**src/rtl/wisc_ctrl_pkg.sv**
```systemverilog
// rtl/wisc_ctrl_pkg.sv - state encodings, opcode constants and opcode-class predicates
package wisc_ctrl_pkg;

    typedef enum logic [2:0] {
        S_FETCH  = 3'd0,
        S_DECODE = 3'd1,
        S_EXEC   = 3'd2,
        S_MEM    = 3'd3,
        S_WB     = 3'd4,
        S_HALT   = 3'd5
    } state_t;

    localparam logic [3:0] OPC_ADD    = 4'h0;
    localparam logic [3:0] OPC_SUB    = 4'h1;
    localparam logic [3:0] OPC_XOR    = 4'h2;
    localparam logic [3:0] OPC_RED    = 4'h3;
    localparam logic [3:0] OPC_SLL    = 4'h4;
    localparam logic [3:0] OPC_SRA    = 4'h5;
    localparam logic [3:0] OPC_ROR    = 4'h6;
    localparam logic [3:0] OPC_PADDSB = 4'h7;
    localparam logic [3:0] OPC_LW     = 4'h8;
    localparam logic [3:0] OPC_SW     = 4'h9;
    localparam logic [3:0] OPC_LLB    = 4'hA;
    localparam logic [3:0] OPC_LHB    = 4'hB;
    localparam logic [3:0] OPC_B      = 4'hC;
    localparam logic [3:0] OPC_BR     = 4'hD;
    localparam logic [3:0] OPC_PCS    = 4'hE;
    localparam logic [3:0] OPC_HLT    = 4'hF;

    // LW and SW share the 100x prefix.
    function automatic logic f_is_ls(input logic [3:0] opc);
        return opc[3:1] == 3'b100;
    endfunction

    function automatic logic f_is_lw(input logic [3:0] opc);
        return opc == OPC_LW;
    endfunction

    // B and BR share the 110x prefix.
    function automatic logic f_is_br(input logic [3:0] opc);
        return opc[3:1] == 3'b110;
    endfunction

    function automatic logic f_writes_reg(input logic [3:0] opc);
        return !opc[3] || opc == OPC_LW || opc == OPC_LLB ||
               opc == OPC_LHB || opc == OPC_PCS;
    endfunction

    function automatic logic f_uses_imm(input logic [3:0] opc);
        return opc[3] || opc == OPC_SLL || opc == OPC_SRA || opc == OPC_ROR;
    endfunction

endpackage

```
**src/rtl/multicycle_ctrl_opcode_class.sv**
```systemverilog
// rtl/multicycle_ctrl_opcode_class.sv - combinational opcode classifier
// Ports:
//   opc        in  4  latched opcode (opc_q of the controller)
//   is_ls      out 1  load or store
//   is_lw      out 1  load
//   is_br      out 1  B or BR
//   writes_reg out 1  instruction retires through a register write
//   uses_imm   out 1  ALU second operand is the immediate
module opcode_class
    import wisc_ctrl_pkg::*;
(
    input  logic [3:0] opc,
    output logic       is_ls,
    output logic       is_lw,
    output logic       is_br,
    output logic       writes_reg,
    output logic       uses_imm
);

    assign is_ls      = f_is_ls(opc);
    assign is_lw      = f_is_lw(opc);
    assign is_br      = f_is_br(opc);
    assign writes_reg = f_writes_reg(opc);
    assign uses_imm   = f_uses_imm(opc);

endmodule

```
**src/rtl/multicycle_ctrl.sv**
```systemverilog
// rtl/multicycle_ctrl.sv - multicycle CPU control FSM with retired-instruction counter
// Ports:
//   clk, rst_n                  clock, asynchronous active-low reset
//   opcode                      instruction opcode, sampled on the fetch handshake
//   imem_ready, dmem_ready      memory handshakes
//   branch_taken                branch condition for the current B/BR
//   imem_req, dmem_req          memory requests
//   ir_load, pc_write, pc_src   IR capture, PC update and PC source select
//   reg_write, mem_read, mem_write, mem_to_reg, alu_src, branch   datapath controls
//   halted, state, retired      status
module multicycle_ctrl
    import wisc_ctrl_pkg::*;
#(
    parameter int         OPC_W   = 4,
    parameter int         CNT_W   = 16,
    parameter logic [3:0] HLT_OPC = 4'hF
) (
    input  logic             clk,
    input  logic             rst_n,
    input  logic [OPC_W-1:0] opcode,
    input  logic             imem_ready,
    input  logic             dmem_ready,
    input  logic             branch_taken,
    output logic             imem_req,
    output logic             dmem_req,
    output logic             ir_load,
    output logic             pc_write,
    output logic             pc_src,
    output logic             reg_write,
    output logic             mem_read,
    output logic             mem_write,
    output logic             mem_to_reg,
    output logic             alu_src,
    output logic             branch,
    output logic             halted,
    output logic [2:0]       state,
    output logic [CNT_W-1:0] retired
);

    state_t     cur;
    logic [3:0] opc_q;
    logic       is_ls, is_lw, is_br, writes_reg, uses_imm;
    logic       is_hlt;
    logic       retire;

    // Only the low nibble carries meaning; the upper opcode bits are dropped.
    logic unused_opc_bits;
    assign unused_opc_bits = ^opcode;

    opcode_class u_class (
        .opc        (opc_q),
        .is_ls      (is_ls),
        .is_lw      (is_lw),
        .is_br      (is_br),
        .writes_reg (writes_reg),
        .uses_imm   (uses_imm)
    );

    assign is_hlt = (opc_q == HLT_OPC);
    assign state  = cur;

    // An instruction is complete on every transition back to FETCH, and a
    // halt instruction counts once on entry to HALT.
    always_comb begin
        retire = 1'b0;
        case (cur)
            S_DECODE: retire = is_hlt;
            S_EXEC:   retire = is_br;
            S_MEM:    retire = dmem_ready && !is_lw;
            S_WB:     retire = 1'b1;
            default:  retire = 1'b0;
        endcase
    end

    always_ff @(posedge clk or negedge rst_n) begin
        if (!rst_n) begin
            cur     <= S_FETCH;
            opc_q   <= 4'h0;
            retired <= '0;
        end else begin
            if (retire && retired != {CNT_W{1'b1}}) begin
                retired <= retired + CNT_W'(1);
            end
            case (cur)
                S_FETCH: begin
                    if (imem_ready) begin
                        opc_q <= opcode[3:0];
                        cur   <= S_DECODE;
                    end
                end
                S_DECODE: cur <= is_hlt ? S_HALT : S_EXEC;
                S_EXEC: begin
                    if (is_br) begin
                        cur <= S_FETCH;
                    end else if (is_ls) begin
                        cur <= S_MEM;
                    end else begin
                        cur <= S_WB;
                    end
                end
                S_MEM: begin
                    if (dmem_ready) begin
                        cur <= is_lw ? S_WB : S_FETCH;
                    end
                end
                S_WB:    cur <= S_FETCH;
                S_HALT:  cur <= S_HALT;
                default: cur <= S_FETCH;
            endcase
        end
    end

    // Outputs follow the state directly so a reset mid-access withdraws
    // requests in the same cycle. The fetch handshake is gated by rst_n so
    // nothing but imem_req is visible while reset is held.
    always_comb begin
        imem_req   = 1'b0;
        dmem_req   = 1'b0;
        ir_load    = 1'b0;
        pc_write   = 1'b0;
        pc_src     = 1'b0;
        reg_write  = 1'b0;
        mem_read   = 1'b0;
        mem_write  = 1'b0;
        mem_to_reg = 1'b0;
        alu_src    = 1'b0;
        branch     = 1'b0;
        halted     = 1'b0;
        case (cur)
            S_FETCH: begin
                imem_req = 1'b1;
                ir_load  = imem_ready && rst_n;
                pc_write = imem_ready && rst_n;
            end
            S_EXEC: begin
                alu_src = uses_imm;
                if (is_br) begin
                    branch   = 1'b1;
                    pc_src   = 1'b1;
                    pc_write = branch_taken;
                end
            end
            S_MEM: begin
                dmem_req  = 1'b1;
                mem_read  = is_lw;
                mem_write = is_ls && !is_lw;
            end
            S_WB: begin
                reg_write  = writes_reg;
                mem_to_reg = is_lw;
            end
            S_HALT:  halted = 1'b1;
            default: ;
        endcase
    end

endmodule

```
**config.mk**
```make
export PLATFORM = sky130hd
export DESIGN_NAME = multicycle_ctrl
export DESIGN_NICKNAME = d
export VERILOG_FILES = /design/src/rtl/wisc_ctrl_pkg.sv /design/src/rtl/multicycle_ctrl_opcode_class.sv /design/src/rtl/multicycle_ctrl.sv
export SDC_FILE = /design/constraint.sdc
export NUM_CORES = 1
export LEC_CHECK = 0
export CAP_MARGIN = 20
export CORE_MARGIN = 1
export CORE_UTILIZATION = 45
export CTS_CLUSTER_SIZE = 40
export DETAILED_ROUTE_END_ITERATION = 12
export GPL_ROUTABILITY_DRIVEN = 0
export PLACE_DENSITY = 0.73
export SYNTH_ARGS = -nofsm -noshare
export SYNTH_HDL_FRONTEND = slang
export SYNTH_SLANG_ARGS = --single-unit
export TNS_END_PERCENT = 1
```
**constraint.sdc**
```tcl
create_clock -name clk -period 4.3 [get_ports clk]
set_input_delay 0.43 -clock clk [delete_from_list [all_inputs] [get_ports clk]]
set_output_delay 0.43 -clock clk [all_outputs]
set_load 0.01 [all_outputs]
```
Word-level counts from Yosys, hierarchy flattened
Index checks and enable logic that the tools add are counted.

storage, ports and cells
  bits of input ports = 9
  logic and storage cells = 59
  register bits = 23

cells by class
  add/sub/neg operators = 1
  reduce and logical (&&, ||, !) cells = 16
  equal/unequal tests = 18
  multiplexer cells = 21

operators with widths
  kind                                                                    number
  4-bit equality test (second input constant)                             5
  3-bit 2-to-1 mux                                                        6
  16-bit by 1-bit adder with 16-bit output (second input constant)        1
  16-bit != test (second input constant)                                  1
  3-bit one-hot mux with 5 select lines                                   1
  3-bit equality test (second input constant)                             4
  4-bit by 3-bit equality test with 1-bit output (second input constant)  3
  1-bit 2-to-1 mux                                                        12
  1-bit logical OR                                                        7
  3-bit by 2-bit equality test with 1-bit output (second input constant)  2
  1-bit logical AND                                                       4
  2-bit != test (second input constant)                                   2
  1-bit one-hot mux with 4 select lines                                   1
  2-bit AND reduction                                                     2
  3-bit by 1-bit equality test with 1-bit output (second input constant)  1
  3-bit logical NOT                                                       1
  1-bit logical NOT                                                       2
  1-bit one-hot mux with 2 select lines                                   1

Depth between registers and ports, before layout
Gate-level depths: netlist (run 1).

  word-level depth = 6
  gate-level depth with buffers = 7
  mapped depth without buffers = 6

Cells and area by module
A second synthesis (run 1) with hierarchy kept.

unflattened totals
  cells, all modules = 136
  area, all modules = 1381.3 um^2

by module, submodules not included
  module           cells each  sequential area each (um^2)  area an instance (um^2)  times used
  multicycle_ctrl  128         575.6                        1316.3                   1
  opcode_class     8           0.0                          65.1                     1

Worst setup path after synthesis (run 1)
Ideal clock, no wire load.

  path kind = register -> register
  from = register opc_q[2]
  to = register retired[10]
  data arrival time = 1688 ps
  setup time = 125 ps
  clock period less this slack = 1813 ps
  slack = 2487 ps
  stages on the path, launching flop included = 6
  cells stage by stage = dfrtp_1 -> or4b_4 -> nand4_1 -> nand3_1 -> nand4_1 -> mux2_2

on the way
  word-level cells in the longest chain between the ends = 5

RTL lines
  item                                       line                   RTL
  start: declaration                         multicycle_ctrl.sv:41  logic [3:0] opc_q;
  start signal: assignment                   multicycle_ctrl.sv:87  opc_q <= opcode[3:0];
  4-bit equality test                        wisc_ctrl_pkg.sv:36    return opc == OPC_LW;
  1-bit logical NOT                          multicycle_ctrl.sv:69  S_MEM: retire = dmem_ready && !is_lw;
  1-bit logical AND                          multicycle_ctrl.sv:69
  1-bit one-hot mux with 4 select lines (*)  multicycle_ctrl.sv:66  case (cur)
  1-bit logical AND (*)                      multicycle_ctrl.sv:81  if (retire && retired != {CNT_W{1'b1}}) begin
  end signal: assignment                     multicycle_ctrl.sv:82  retired <= retired + CNT_W'(1);
  end: declaration                           multicycle_ctrl.sv:37  output logic [CNT_W-1:0] retired

Mark *: on every way between the ends. The rest lies on a longest branch, timed or not.
A chain may end at the register's enable or synchronous reset.

Worst setup path in the final report (run 1)
  from = register cur[1], in the netlist state[1]
  to = output port pc_write

on the way
  word-level cells in the longest chain between the ends = 2

RTL lines
  item                                                                                        line                    RTL
  start: declaration                                                                          multicycle_ctrl.sv:40   state_t cur;
  start signal: assignment                                                                    multicycle_ctrl.sv:91   S_DECODE: cur <= is_hlt ? S_HALT : S_EXEC;
  start signal: assignment                                                                    multicycle_ctrl.sv:103  cur <= is_lw ? S_WB : S_FETCH;
  3-bit by 2-bit equality test with 1-bit output / 3-bit logical NOT (equally long branches)  multicycle_ctrl.sv:129  case (cur)
  1-bit one-hot mux with 2 select lines (*)                                                   multicycle_ctrl.sv:129
  end: declaration                                                                            multicycle_ctrl.sv:27   output logic pc_write,

Marks and branches as above.

==> impl_metrics.toml, run 1 <==
[outcome]
status = "finished, final reports clean"

[drt]
drt_wl_total_um = 2779
detail-route-antenna-nets = 0
drtIter0Drc = 26
routed_via_density = 5.643
drc = 0
dr.pass1.iters = 4
vias = 1123
wire_per_inst_um = 13.96

[setup_path]
cp.arrival_ns = 2.13
crit_family = "buffers and inverters"
worstPathRequired_ns = 3.87
path_cells = "nor3b_1 > nand3_1 > inv_1 > a21o_1 > clkdlybuf4s50_1"
max_stage_delay_ns = 0.60
end_kind = "output pin"
criticalPathCategory = "reg -> out"
cp-start-kind = "flip-flop"
path_max_fanout = 14
critical_path.slowest_cell = "dfrtp_1"
worstPathBufferInverterCount = 2

[sta]
fin_skew_ns = 0.003846
worst_pin_slew_ns = 0.5170
setup_viol = 0
fin_tns_setup_ns = 0
finalWorstSetupSlack_ns = 1.743
period_share_pct = 59.47
relSlewSlack_pct = 65.05
slew_violations = 0
rsz0062_at_grt = "false"
hold_violations = 0
min_period_ns = 2.557
max_freq_mhz = 391.1

[cts]
clockBufferDepth = 2
numCtsBuffers = 3
clk_pin_slew_worst_paths_ns = 0.12
cts_hold_buf = 0
cts.sinks = 23
cts_resized = 0
cts_tree = "built"
h-tree-depth = 1
worstSkewPairLatency_ns = 0.30
cts_setup_buffers = 0
cts_root_buf = "clkbuf_4"

[final_layout]
finalCoreUtilization_pct = 63.20
area_growth_pct = 32.16
nFillCells = 244
regArea_um2 = 575.6
layout.nets = 179
layout.cells.most_common = "clkdlybuf4s50_1"
multiInputGateArea_um2 = 681.9
final-instance-count-excl-fill = 199
layout_common_cells = "clkdlybuf4s50_1 (39), dfrtp_1 (23), xnor2_1 (12)"
final_layout_size_suffix_gt1_share_pct = 11.31
n_antenna_cell = 0

[grt]
grt_overflow = 0
grt_pass1_vias = 1084
grt_usage_pct = 18.55
grt_first_pass_wirelength_um = 4698
antenna_found_initial = 0
grt_max_degree = 25

[synthesis]
synth_area_leaders = "dfrtp_1 (44%), xnor2_1 (8.0%), mux2_2 (4.3%), nand4_1 (4.3%), nand3_1 (3.0%)"
ys_seq_elements = 23
synth_top_area_share_pct = 43.64
synthCells = 129
avgSynthCellArea_um2 = 10.22
postSynthNetCount = 139
synthesis.area_mm2 = 0.001319
synth_edf_count = 0
synth_ff_type = "dfrtp_1"
postSynth.asyncResetShare_pct = 100.0
seq_area_frac_synth_pct = 43.64
yosysWarnings = 0
yosysTopAreaCell = "dfrtp_1"
synth_cell_types = 40

[power_and_ir_drop]
powerDensity_mw_per_mm2 = 520.0
p_total_uw = 906.4
power_leakage_uw = 0.0007111
ir_worst_vdd_mv = 0.3706

[floorplanning]
die-area_mm2 = 0.003151
dieHeight_um = 56.14
start_util_pct = 47.82
row_count = 19
ios = 40
die_x_um = 56.14
core_area_mm2 = 0.002758

[placed_design]
port_buffers = 39
place_inst = 195
pre_cts_slack_ns = 1.830
hpwl_um = 2010

[worst_hold_path]
min_path_type = "in -> async"

[flow_run]
cap_viol_max_count = 0
[power by group]
group          internal, µW  leakage [µW]  switching [µW]  total (µW)
clock                  36.1     0.0000150            60.8        96.9
sequential              270      0.000298             111         380
combinational           234      0.000399             195         429
total                   540      0.000711             366         906
[area by class of cell]
cell class / instances / area share [%]
multi-input cells: 95 / 39.12
flip-flops and latches: 23 / 33.02
repair buffers: 40 / 22.83
well taps: 31 / 2.225
clock buffers: 4 / 1.508
inverters: 6 / 1.292
[flip-flops by register name (all words and copies together) (netlist names)]
register	cells
retired	16
opc_q	4
state	3
[synthesized netlist by cell type (2+ instances only)]
master	number
nor3_1	3
buf_6	2
nand2b_1	2
nor2_1	9
o21ai_0	4
a21oi_1	5
and2b_2	2
xnor2_1	12
and3_1	5
inv_1	6
nand2_1	9
dfrtp_1	23
nand4_1	9
nand3_1	8
mux2_2	5
[cell families (layout without fill, tap and decap cells)]
group / after synthesis / in the layout / share of synthesized area [%]
muxes: 6 / 6 / 5.028
adders and majority gates: 2 / 2 / 1.708
buffers and inverters: 11 / 50 / 4.648
AOI/OAI and AO/OA: 16 / 16 / 8.729
DFF: 23 / 23 / 43.64
xor gates and xnor gates: 14 / 14 / 9.868
and+or+nand+nor: 57 / 57 / 26.38
[worst register-to-register path, delay by kind of cell (launching register included)]
kind,cells,cell delay (ns)
simple gates,1,0.50
mux,1,0.39
compound gates,2,0.59
flops,1,0.57
[per-stage QoR]
| step | cell area, µm² | hold slack (ns) |
|---|---|---|
| finish | 1743 | 0.4784 |
| detailed placement | 1717 | 0.4968 |
| floorplan | 1319 | 0.1344 |
| CTS | 1743 | 0.4876 |
| global route | 1743 | 0.4918 |
| global placement | 1717 | 0.4861 |
[metal layers]
metal / part of all wire [%] / wire length (µm) / track usage (%) / vias to the layer above
met5: 0 / 0 / 0 / -
met4: 1.6 / 45 / 5.923 / 0
met3: 5.7 / 158 / 2.558 / 6
met2: 47 / 1298 / 30.95 / 38
met1: 46 / 1277 / 24.92 / 541
li1: - / - / - / 538
[worst paths after layout]
| check | startpoint | to | slack, ns | depth (start not counted) |
|---|---|---|---|---|
| worst max-delay path | state[1] | pc_write | 1.74 | 5 |
| worst min-delay path | rst_n | retired[8] | 0.48 | 2 |
| worst max register to register | state[0] | retired[1] | 2.15 | 4 |
| worst min register to register | retired[15] | retired[15] | 0.51 | 1 |
| max in group asynchronous | rst_n | retired[0] | 3.59 | 2 |
| min in group clk | retired[15] | retired[15] | 0.51 | 1 |
No activity file was read; power rests on OpenSTA's default activity.
==> inputs of run 2 (changes only) <==
- CORE_UTILIZATION: 45 -> 42
- PLACE_DENSITY: 0.73 -> 0.72
- clock period: 4.3 -> 2.1 ns (I/O delays scaled with it)
==> run 2 against run 1 <==
The run now ends with design-rule violations left; global-route usage rose by 1.5 points; worst setup slack got worse by 1.7 ns; flip-flop and latch count did not move.
==> impl_metrics.toml, run 2 (synthesis results as in run 1) <==
[outcome]
status = "finished, violations left"
violations = "design-rule violations"

[sta]
max_freq_mhz = 481.0
rsz0062_at_grt = "true"
finalWorstSetupSlack_ns = 0.02089
slew_violations = 0
setup_viol = 0
min_period_ns = 2.079
fin_skew_ns = 0.006853
fin_tns_setup_ns = 0
worst_pin_slew_ns = 0.5654
relSlewSlack_pct = 61.78
period_share_pct = 99.01
hold_violations = 0

[final_layout]
largest_reg_flops = 16
layout_common_cells = "clkdlybuf4s50_1 (33), dfrtp_1 (20), xnor2_1 (12)"
area_growth_pct = 38.33
layout.cells.most_common = "clkdlybuf4s50_1"
layout.nets = 185
regMostFlops = "retired"
n_antenna_cell = 0
final_layout_size_suffix_gt1_share_pct = 20.11
finalCoreUtilization_pct = 63.95
nFillCells = 222

[cts]
cts_hold_buf = 0
clockBufferDepth = 2
numCtsBuffers = 3
worstSkewPairLatency_ns = 0.31
clk_pin_slew_worst_paths_ns = 0.13
cts.sinks = 23
cts_root_buf = "clkbuf_4"
h-tree-depth = 1
cts_tree = "built"

[drt]
drc = 2
met1Wirelength_um = 1286
route.met3.wl_um = 180
vias = 1173
wire_per_inst_um = 15.25
dr.pass1.iters = 8
highest_layer = "met4"
drtIter0Drc = 41
wl_met2_um = 1605
detail-route-antenna-nets = 0
drt_wl_total_um = 3126
routed_via_density = 5.722

[grt]
grt_pass1_vias = 1143
grt_first_pass_wirelength_um = 5071
antenna_found_initial = 0
grt_usage_pct = 20.07
grt_overflow = 0
grt_max_degree = 24

[floorplanning]
core_area_mm2 = 0.002853
die_x_um = 58.04
ios = 40
start_util_pct = 46.23
row_count = 19
dieHeight_um = 58.04
die-area_mm2 = 0.003368

[setup_path]
max_stage_delay_ns = 0.53
worstPathBufferInverterCount = 3
r2r_slack_ns = 0.12
path_max_fanout = 9
cp-start-kind = "flip-flop"
criticalPathCategory = "reg -> out"
end_kind = "output pin"
worstPathRequired_ns = 1.89
path_cells = "buf_6 > inv_1 > nor2_1 > and3_1 > clkdlybuf4s50_1"
critical_path.slowest_cell = "clkdlybuf4s50_1"
crit_family = "buffers and inverters"
cp.arrival_ns = 1.87

[worst_hold_path]
min_path_type = "in -> async"

[placed_design]
hpwl_um = 2353
pre_cts_slack_ns = 0.1214
port_buffers = 39

[flow_run]
cap_viol_max_count = 0

[power_and_ir_drop]
ir_worst_vdd_mv = 0.8551
power_leakage_uw = 0.0007908
p_total_uw = 2002
powerDensity_mw_per_mm2 = 1098
## run 2: cell types whose count changed in the layout (fill, tap and decap cells not counted), sizes merged
cell,delta
clkdlybuf4s50,-6
dlymetal6s2s,+2
buf,+6
dlygate4sd2,+4
## run 2: metal layers
metal	vias to the layer above	track usage [%]
met5	-	0
met1	562	22.89
met4	0	9.184
li1	551	-
met2	52	36.12
met3	8	3.795
## run 2: area by class of cell
cell class,instances,area (µm²),share of cell area (%)
clock buffers,4,26.28,1.440
repair buffers,46,446.7,24.49
flip-flops and latches,23,579.3,31.76
multi-input cells,95,710.7,38.96
inverters,6,22.52,1.235
well taps,31,38.79,2.126
## run 2: stage by stage
stage               area, µm²  std cells  hold WS (ns)
floorplan                1319        129      -0.08559
CTS                      1794        205        0.3599
global placement         1754        200        0.4816
detailed placement       1754        200        0.5037
global route             1824        205        0.3852
finish                   1824        205        0.3609
## run 2: what timing repair did
item | CTS | global route
setup buffers | 1 | 0
gates resized for setup | 9 | 9
endpoints found under the setup margin | 10 | 8
pin swaps | 1 | 0
## run 2: report_power, final
part	switching, µW	leakage, µW	internal [µW]	total, µW
registers	189	0.000293	558	748
logic	486	0.000482	560	1050
clock network	134	0.0000150	74.2	209
## run 2: worst register-to-register path: cells and delay by family (launching register included)
kind / cells / cell delay (ns)
AND/OR/NAND/NOR: 1 / 0.44
flip-flops: 1 / 0.49
multiplexers: 1 / 0.38
AO/OA/AOI/OAI: 2 / 0.56
## run 2: worst paths after layout
check	startpoint	end	depth (start not counted)
setup / recovery	state[0]	mem_write	5
hold / removal	rst_n	retired[8]	2
setup reg to reg	state[0]	retired[1]	4
hold reg to reg	retired[7]	retired[7]	1
max in group asynchronous	rst_n	state[0]	2
min in group clk	opcode[1]	opc_q[1]	3
==> inputs of run 3 (changes only) <==
- CORE_MARGIN: 1 -> default
==> results of run 3 <==
No change in the layout: final DEF, timing and power equal those of run 2.
